==> config.mk <==
export PLATFORM = sky130hd
export DESIGN_NAME = if_stage
export DESIGN_NICKNAME = d
export VERILOG_FILES = /design/src/rtl/core_pkg.sv /design/src/rtl/if_fifo.sv /design/src/rtl/if_stage.sv
export SDC_FILE = /design/constraint.sdc
export NUM_CORES = 1
export LEC_CHECK = 0
export BUFFER_PORTS_ARGS = -buffer_cell sky130_fd_sc_hd__clkbuf_2
export CAP_MARGIN = 5
export CORE_ASPECT_RATIO = 1.2
export CORE_MARGIN = 2
export CORE_UTILIZATION = 45
export DETAILED_ROUTE_END_ITERATION = 16
export PLACE_DENSITY = 0.78
export SYNTH_ARGS = -nofsm -noshare
export SYNTH_HDL_FRONTEND = slang
export SYNTH_HIERARCHICAL = 1
export SYNTH_SLANG_ARGS = --single-unit
export TNS_END_PERCENT = 5
==> constraint.sdc <==
create_clock -name clk -period 10 [get_ports clk]
set_input_delay 1.5 -clock clk [delete_from_list [all_inputs] [get_ports clk]]
set_output_delay 1.5 -clock clk [all_outputs]
set_load 0.01 [all_outputs]
==> src/rtl/core_pkg.sv <==
// Shared core definitions: datapath widths, reset vector, NOP encoding and the
// fetch-control state type used by the instruction-fetch stage.
package core_pkg;

    localparam int unsigned XLEN = 32;
    localparam int unsigned ILEN = 32;

    localparam logic [XLEN-1:0] RESET_VECTOR = 32'h0000_0000;
    localparam logic [ILEN-1:0] NOP_INST     = 32'h0000_0013;

    typedef enum logic [1:0] {
        FETCH_RUN,
        FETCH_TRAP,
        FETCH_HALT
    } fetch_state_e;

    function automatic logic is_misaligned(input logic [XLEN-1:0] addr);
        return addr[1:0] != 2'b00;
    endfunction

endpackage

==> src/rtl/if_fifo.sv <==
// Synchronous fetch queue: DEPTH entries (power of two), push/pop/flush,
// full/empty derived from read/write pointers carrying one extra wrap bit.
module if_fifo import core_pkg::*; #(
    parameter int unsigned DEPTH = 2,
    parameter int unsigned WIDTH = 64
) (
    input  logic             clk,
    input  logic             rst,
    input  logic             push_i,
    input  logic             pop_i,
    input  logic             flush_i,
    input  logic [WIDTH-1:0] wdata_i,
    output logic [WIDTH-1:0] rdata_o,
    output logic             full_o,
    output logic             empty_o
);

    localparam int unsigned AW = $clog2(DEPTH);

    logic [WIDTH-1:0] mem_q [DEPTH];
    logic [AW:0]      wr_ptr_q, wr_ptr_d;
    logic [AW:0]      rd_ptr_q, rd_ptr_d;

    always_comb begin
        wr_ptr_d = wr_ptr_q;
        rd_ptr_d = rd_ptr_q;
        if (flush_i) begin
            wr_ptr_d = '0;
            rd_ptr_d = '0;
        end else begin
            if (push_i) wr_ptr_d = wr_ptr_q + 1'b1;
            if (pop_i)  rd_ptr_d = rd_ptr_q + 1'b1;
        end
    end

    always_ff @(posedge clk) begin
        if (rst) begin
            wr_ptr_q <= '0;
            rd_ptr_q <= '0;
        end else begin
            wr_ptr_q <= wr_ptr_d;
            rd_ptr_q <= rd_ptr_d;
        end
    end

    // NOTE: storage is deliberately not reset; the pointers alone define which entries are valid.
    always_ff @(posedge clk) begin
        if (push_i && !flush_i) mem_q[wr_ptr_q[AW-1:0]] <= wdata_i;
    end

    assign rdata_o = mem_q[rd_ptr_q[AW-1:0]];
    assign empty_o = (wr_ptr_q == rd_ptr_q);
    assign full_o  = (wr_ptr_q[AW] != rd_ptr_q[AW]) &&
                     (wr_ptr_q[AW-1:0] == rd_ptr_q[AW-1:0]);

endmodule

==> src/rtl/if_stage.sv <==
// Instruction-fetch stage: PC register, fetch queue toward decode, redirects.
// Define IF_MISALIGN_TRAP_EN to turn misaligned redirects into a faulting entry.
module if_stage import core_pkg::*; #(
    parameter logic [31:0] RESET_PC = RESET_VECTOR,
    parameter int unsigned FQ_DEPTH = 2
) (
    input  logic            clk,
    input  logic            rst,
    output logic [XLEN-1:0] imem_addr,
    input  logic [ILEN-1:0] imem_inst,
    input  logic            redirect_valid,
    input  logic [XLEN-1:0] redirect_pc,
    output logic            id_valid,
    input  logic            id_ready,
    output logic [ILEN-1:0] id_inst,
    output logic [XLEN-1:0] id_pc,
    output logic            id_fault
);

`ifdef IF_MISALIGN_TRAP_EN
    localparam int unsigned ENTRY_W = XLEN + ILEN + 1;
`else
    localparam int unsigned ENTRY_W = XLEN + ILEN;
`endif

    logic [XLEN-1:0]    pc_q, pc_d;
    logic [XLEN-1:0]    redirect_tgt;
    logic               fetch_en;
    logic               advance;
    logic               fq_push, fq_pop, fq_full, fq_empty;
    logic [ENTRY_W-1:0] fq_wdata, fq_rdata;

    assign imem_addr = pc_q;
    assign id_valid  = !fq_empty;
    assign fq_pop    = id_valid && id_ready;
    // A full queue still accepts a push when decode drains the head this cycle.
    assign fq_push   = fetch_en && !redirect_valid && (!fq_full || fq_pop);

`ifdef IF_MISALIGN_TRAP_EN
    fetch_state_e state_q, state_d;

    assign redirect_tgt = redirect_pc;

    always_comb begin
        state_d  = state_q;
        fetch_en = 1'b1;
        advance  = 1'b1;
        fq_wdata = {1'b0, pc_q, imem_inst};
        unique case (state_q)
            FETCH_RUN: ;
            FETCH_TRAP: begin
                advance  = 1'b0;
                fq_wdata = {1'b1, pc_q, NOP_INST};
                if (!fq_full) state_d = FETCH_HALT;
            end
            FETCH_HALT: begin
                fetch_en = 1'b0;
                advance  = 1'b0;
            end
            default: state_d = FETCH_RUN;
        endcase
        if (redirect_valid) state_d = is_misaligned(redirect_pc) ? FETCH_TRAP : FETCH_RUN;
    end

    always_ff @(posedge clk) begin
        if (rst) state_q <= FETCH_RUN;
        else     state_q <= state_d;
    end

    assign id_fault = id_valid & fq_rdata[ENTRY_W-1];
`else
    assign redirect_tgt = redirect_pc & 32'hFFFF_FFFC;
    assign fetch_en     = 1'b1;
    assign advance      = 1'b1;
    assign fq_wdata     = {pc_q, imem_inst};
    assign id_fault     = 1'b0;
`endif

    always_comb begin
        pc_d = pc_q;
        if (redirect_valid)         pc_d = redirect_tgt;
        else if (fq_push && advance) pc_d = pc_q + 32'd4;
    end

    // NOTE: sequential state uses non-blocking assignments so every register samples pre-edge values.
    always_ff @(posedge clk) begin
        if (rst) pc_q <= RESET_PC;
        else     pc_q <= pc_d;
    end

    if_fifo #(
        .DEPTH (FQ_DEPTH),
        .WIDTH (ENTRY_W)
    ) u_fifo (
        .clk     (clk),
        .rst     (rst),
        .push_i  (fq_push),
        .pop_i   (fq_pop),
        .flush_i (redirect_valid),
        .wdata_i (fq_wdata),
        .rdata_o (fq_rdata),
        .full_o  (fq_full),
        .empty_o (fq_empty)
    );

    assign id_pc   = id_valid ? fq_rdata[ILEN +: XLEN] : '0;
    assign id_inst = id_valid ? fq_rdata[ILEN-1:0]     : '0;

endmodule

Word level (Yosys, flattened, before mapping) --
Memory sizes are Yosys's and may differ from the RTL's. A register that Yosys moved wholly into a read port is not among the register bits. Index checks and enable logic that the tools add are counted.
Operators by class: add/subtract/negate cells 3, equal/unequal tests 3, muxes and demuxes 8, reductions and logical operators 10
Operators by type and width (count):
- two-way mux 32 bit | 4
- adder 32 x 3 -> 32 bit (second input constant) | 1
- adder 2 x 1 -> 2 bit (second input constant) | 2
- logical AND 1 bit | 4
- two-way mux 1 bit | 4
- logical NOT 1 bit | 3
- == test 2 bit | 1
- nonzero test 2 bit | 1
- OR reduction 2 bit | 1
- == test 1 bit | 1
- logical OR 1 bit | 1
- inequality test 1 bit | 1
Storage, ports and cells: flip-flop bits (word level) 36, bits in writable memories 128, input port bits 68, output and inout port bits 98, word-level logic and storage cells 29, memories kept 1
Memory list:
- u_fifo.mem_q | words 2, width 64, rd ports 1, clocked after memory_dff 1, wr ports 1, RTL line if_fifo.sv:20 | logic [WIDTH-1:0] mem_q [DEPTH];

Depth between registers and ports, before layout --
depth in word-level cells 8, depth in mapped cells 8

By module --
Netlist, hierarchy kept.
Modules (own cells, without submodules):
- if_fifo | times used 1, cells each 222, area an instance 5144.9 um^2, sequential area each 3943.8 um^2
- if_stage | times used 1, cells each 297, area an instance 2343.5 um^2, sequential area each 600.6 um^2

Least setup slack after synthesis --
No wires, ideal clock.
kind input -> register, from in id_ready, to mem u_fifo.mem_q[0][0] (enable), data arrival time 6818 ps, data required time 9422 ps, path slack 2605 ps, stages on the path 4, path buffers 1, path through nand2b_4 -> clkbuf_1 -> a21oi_1 -> nor3b_1
On the way: longest elaborated chain between the ends 6
RTL lines:
- start: declaration | RTL line if_stage.sv:14 | input logic id_ready,
- logical AND 1 bit | RTL line if_stage.sv:35 | assign fq_pop = id_valid && id_ready;
- logical OR 1 bit | RTL line if_stage.sv:37 | assign fq_push = fetch_en && !redirect_valid && (!fq_full || fq_pop);
- logical AND 1 bit | RTL line if_stage.sv:37
- net fq_push | RTL line if_stage.sv:30 | logic fq_push, fq_pop, fq_full, fq_empty;
- logical AND 1 bit | RTL line if_fifo.sv:48 | if (push_i && !flush_i) mem_q[wr_ptr_q[AW-1:0]] <= wdata_i;
- two-way mux 1 bit | RTL line if_fifo.sv:48
- two-way mux 1 bit (not written as such) | RTL line if_fifo.sv:48
- end: declaration | RTL line if_fifo.sv:20
The timed path passes the listed nets, and every way through them passes these cells.

Worst setup path after layout --
from reg u_fifo.wr_ptr_q[0], to mem u_fifo.mem_q[0][8] (enable)
On the way: longest elaborated chain between the ends 8, elaborated cells between the ends (all ways) 11, classes of those cells eq/ne: 2; mux: 2; reduce/logical: 7
RTL lines:
- start: declaration | RTL line if_fifo.sv:21 | logic [AW:0] wr_ptr_q, wr_ptr_d;
- start signal: assignment | RTL line if_fifo.sv:41 | wr_ptr_q <= wr_ptr_d;
- == test 2 bit | RTL line if_fifo.sv:52 | assign empty_o = (wr_ptr_q == rd_ptr_q);
- net fq_empty | RTL line if_stage.sv:30
- logical NOT 1 bit | RTL line if_stage.sv:34 | assign id_valid = !fq_empty;
- logical AND 1 bit | RTL line if_stage.sv:35
- logical OR 1 bit | RTL line if_stage.sv:37
- logical AND 1 bit | RTL line if_stage.sv:37
- net fq_push | RTL line if_stage.sv:30
- logical AND 1 bit | RTL line if_fifo.sv:48
- two-way mux 1 bit | RTL line if_fifo.sv:48
- two-way mux 1 bit (not written as such) | RTL line if_fifo.sv:48
The timed path passes the listed nets, and every way through them passes these cells.

==> flow_metrics.env <==
export IMPL_clock_skew_final_ps=6.67
export IMPL_seqPwrFrac=0.513
export IMPL_wl_um=15200
export IMPL_clkLatencyLatePin_ps=420
export IMPL_cts_sinks=163
export IMPL_holdWs_ps=536
export IMPL_rows=51
export IMPL_die_width_um=122
export IMPL_fmax_ghz=0.253
export IMPL_switchingPower_uw=334
export IMPL_vias=4560
export IMPL_setup_slack_ps=6050
export IMPL_overflow=0
export IMPL_clkPwrFrac=0.397
export IMPL_layout_drive_gt1_share=0.410
export IMPL_coreArea_um2=16300
export IMPL_crit_arrival_ps=4000
export IMPL_numPortBuffers=160
export IMPL_grt_antenna_before_repair=0
export IMPL_max_cap_violations=0
export IMPL_post_cts_buffers=0
export IMPL_leakage_nw=3.42
export IMPL_power_density_nw_per_um2=170
export IMPL_dp_slack_ps=5670
export IMPL_io_pins=166
export IMPL_swShare=0.220
export IMPL_slew_viol_final=0
export IMPL_netlist_area_um2=7490
export IMPL_layout_common_cells="160 x clkbuf_2, 128 x edfxtp_1, 65 x nor2b_1, 60 x mux2_4, 34 x dfxtp_1"
export IMPL_drc=0
export IMPL_cts_tree="done"
export IMPL_synth_top_area_cell="edfxtp_1"
export IMPL_worstRegToRegCells=7
export IMPL_min_period_ps=3950
export IMPL_grt_pass1_wl_um=23700
export IMPL_ys_ff_latch=163
export IMPL_die_area_um2=17700
export IMPL_final_cells=904
export IMPL_ant_nets=0
export IMPL_grt_pass1_vias=4663
export IMPL_placedCellCount=872
export IMPL_syn2layout_area_growth_pct=19.2
export IMPL_htree_levels=4
export IMPL_crit_type="reg -> reg"
export IMPL_routedWlPerCell_um=16.9
export IMPL_synth_flop_cell="edfxtp_1"
export IMPL_setup_viol=0
export IMPL_hpwl_um=10600
export IMPL_grt_usage=0.176
export IMPL_start_util=0.460
export IMPL_tns_ps=0
export IMPL_worstHoldPathCells=0
export IMPL_synthArstFlopShare=0
export IMPL_peakVddDrop_mv=0.111
export IMPL_synthDistinctLibCells=52
export IMPL_synth_top_area_frac=0.513
export IMPL_critPathLaunchType="flop"
export IMPL_cts_resized=0
export IMPL_root_buffer="clkbuf_16"
export IMPL_synth_top_cells_by_area="edfxtp_1 51%, mux2_4 12%, dfxtp_1 9.4%"
export IMPL_status="finished clean"
export IMPL_yosysSeqAreaShare=0.607
export IMPL_crit_fanout=66
export IMPL_clk_path_buf_depth=2
export IMPL_final_common_cell="clkbuf_2"
export IMPL_utilization=0.549
export IMPL_hp_class="reg -> reg"
export IMPL_vias_per_cell=5.04
export IMPL_p_int_mw=1.19
export IMPL_tightestPinTransition_ps=1170
export IMPL_yosysWarnings=6
export IMPL_die_h_um=145
export IMPL_synth_cells=519
export IMPL_min_period_over_period=0.395
export IMPL_drt_iter0_markers=321
export IMPL_gp_congestion=0.802
export IMPL_numCtsBuffers=17
export IMPL_rsz0062_at_grt="no"
export IMPL_fill_cells=1363
export IMPL_postCtsHoldBufs=0
export IMPL_firstDrtPassIters=4
export IMPL_diodes=0
export IMPL_combPwrFrac=0.091
export IMPL_grt_max_degree=67
export IMPL_timing_hold_violations_final=0
export IMPL_synth_edf_count=128
export IMPL_synth_area_per_cell_um2=14.4
export IMPL_nNetsFinal=748
export IMPL_path_clk_slew_ps=60
export IMPL_slew_headroom=0.222
export IMPL_cp_required_ps=10050
export IMPL_worstSetupEndpointType="flop"
==> cell type report <==
cell class,count,area (um2),share of cell area
well taps,212,265,0.0297
clock buffers,20,437,0.0489
repair buffers,164,831,0.0930
inverters,9,33.8,0.00378
flip-flops and latches,163,4550,0.509
clock inverters,12,115,0.0129
multi-input cells,324,2700,0.302
==> worst max-delay path: stages, from the launching register on <==
cell,delay [ps]
dfxtp_1,480
xor2_1,320
nor2_4,60
buf_4,330
nand2b_4,320
a21oi_1,420
nor3b_2,860
buf_4,720
==> synthesized netlist by cell type, types with 2 or more instances <==
master,count
a2111oi_0,2
and4_1,2
and2_1,2
nand4_1,7
a211oi_1,17
nand3b_1,2
inv_1,8
a21bo_2,2
nand2_1,27
xnor2_1,14
nor3b_1,8
or2_2,2
edfxtp_1,128
o22ai_2,6
nor2_1,23
a311oi_1,2
xor2_1,18
buf_12,6
clkbuf_1,15
nor3_2,6
nor3_1,2
mux2_2,4
a21oi_1,18
dfxtp_1,35
mux2_4,60
buf_6,2
nand3_1,10
nor2b_1,65
buf_4,3
==> path summary, 6_finish.rpt <==
path / from / slack [ps] / end
hold reg to reg: imem_addr[16] / 540 / u_fifo/mem_q[1][48]
setup reg to reg: u_fifo/wr_ptr_q[0] / 6050 / u_fifo/mem_q[0][8]
setup / recovery: u_fifo/wr_ptr_q[0] / 6050 / u_fifo/mem_q[0][8]
hold / removal: imem_addr[16] / 540 / u_fifo/mem_q[1][48]
==> registers in the layout, indices dropped and copies added, names as in the netlist, named ones only <==
| register | flops |
|---|---|
| u_fifo/mem_q | 128 |
| u_fifo/wr_ptr_q | 2 |
| u_fifo/rd_ptr_q | 2 |
| imem_addr | 30 |
==> power groups by stage <==
stage	Clock, mW	Sequential (mW)	Combinational, mW
6_report	0.603	0.780	0.138
5_1_grt	0.645	0.783	0.151
4_1_cts	0.620	0.780	0.140
3_5_place_dp	0	0.794	0.140
3_3_place_gp	0	0.791	0.136
2_1_floorplan	0	0.793	0.0864
==> kinds of logic after synthesis <==
group           after synthesis  synth area share
xor+xnor                     32            0.0374
fa+ha+maj                     1           0.00167
other cells                   1          0.000501
simple gates                168             0.135
mux                          65             0.128
compound gates               51            0.0533
buf+inv                      38            0.0376
flops                       163             0.607
==> metal layers <==
layer,wire length (um),vias to the layer above,global-route usage
met1,6150,2193,0.200
li1,-,2204,-
met5,0,-,0
met2,7920,128,0.306
met3,727,35,0.0472
met4,435,0,0.0764
==> stage by stage <==
step	total power, mW	cell area, um2
floorplan	0.879	7510
global placement	0.927	8380
detailed placement	0.934	8380
CTS	1.54	8930
global route	1.58	8930
finish	1.52	8930
Power figures use the tool's default switching activity.
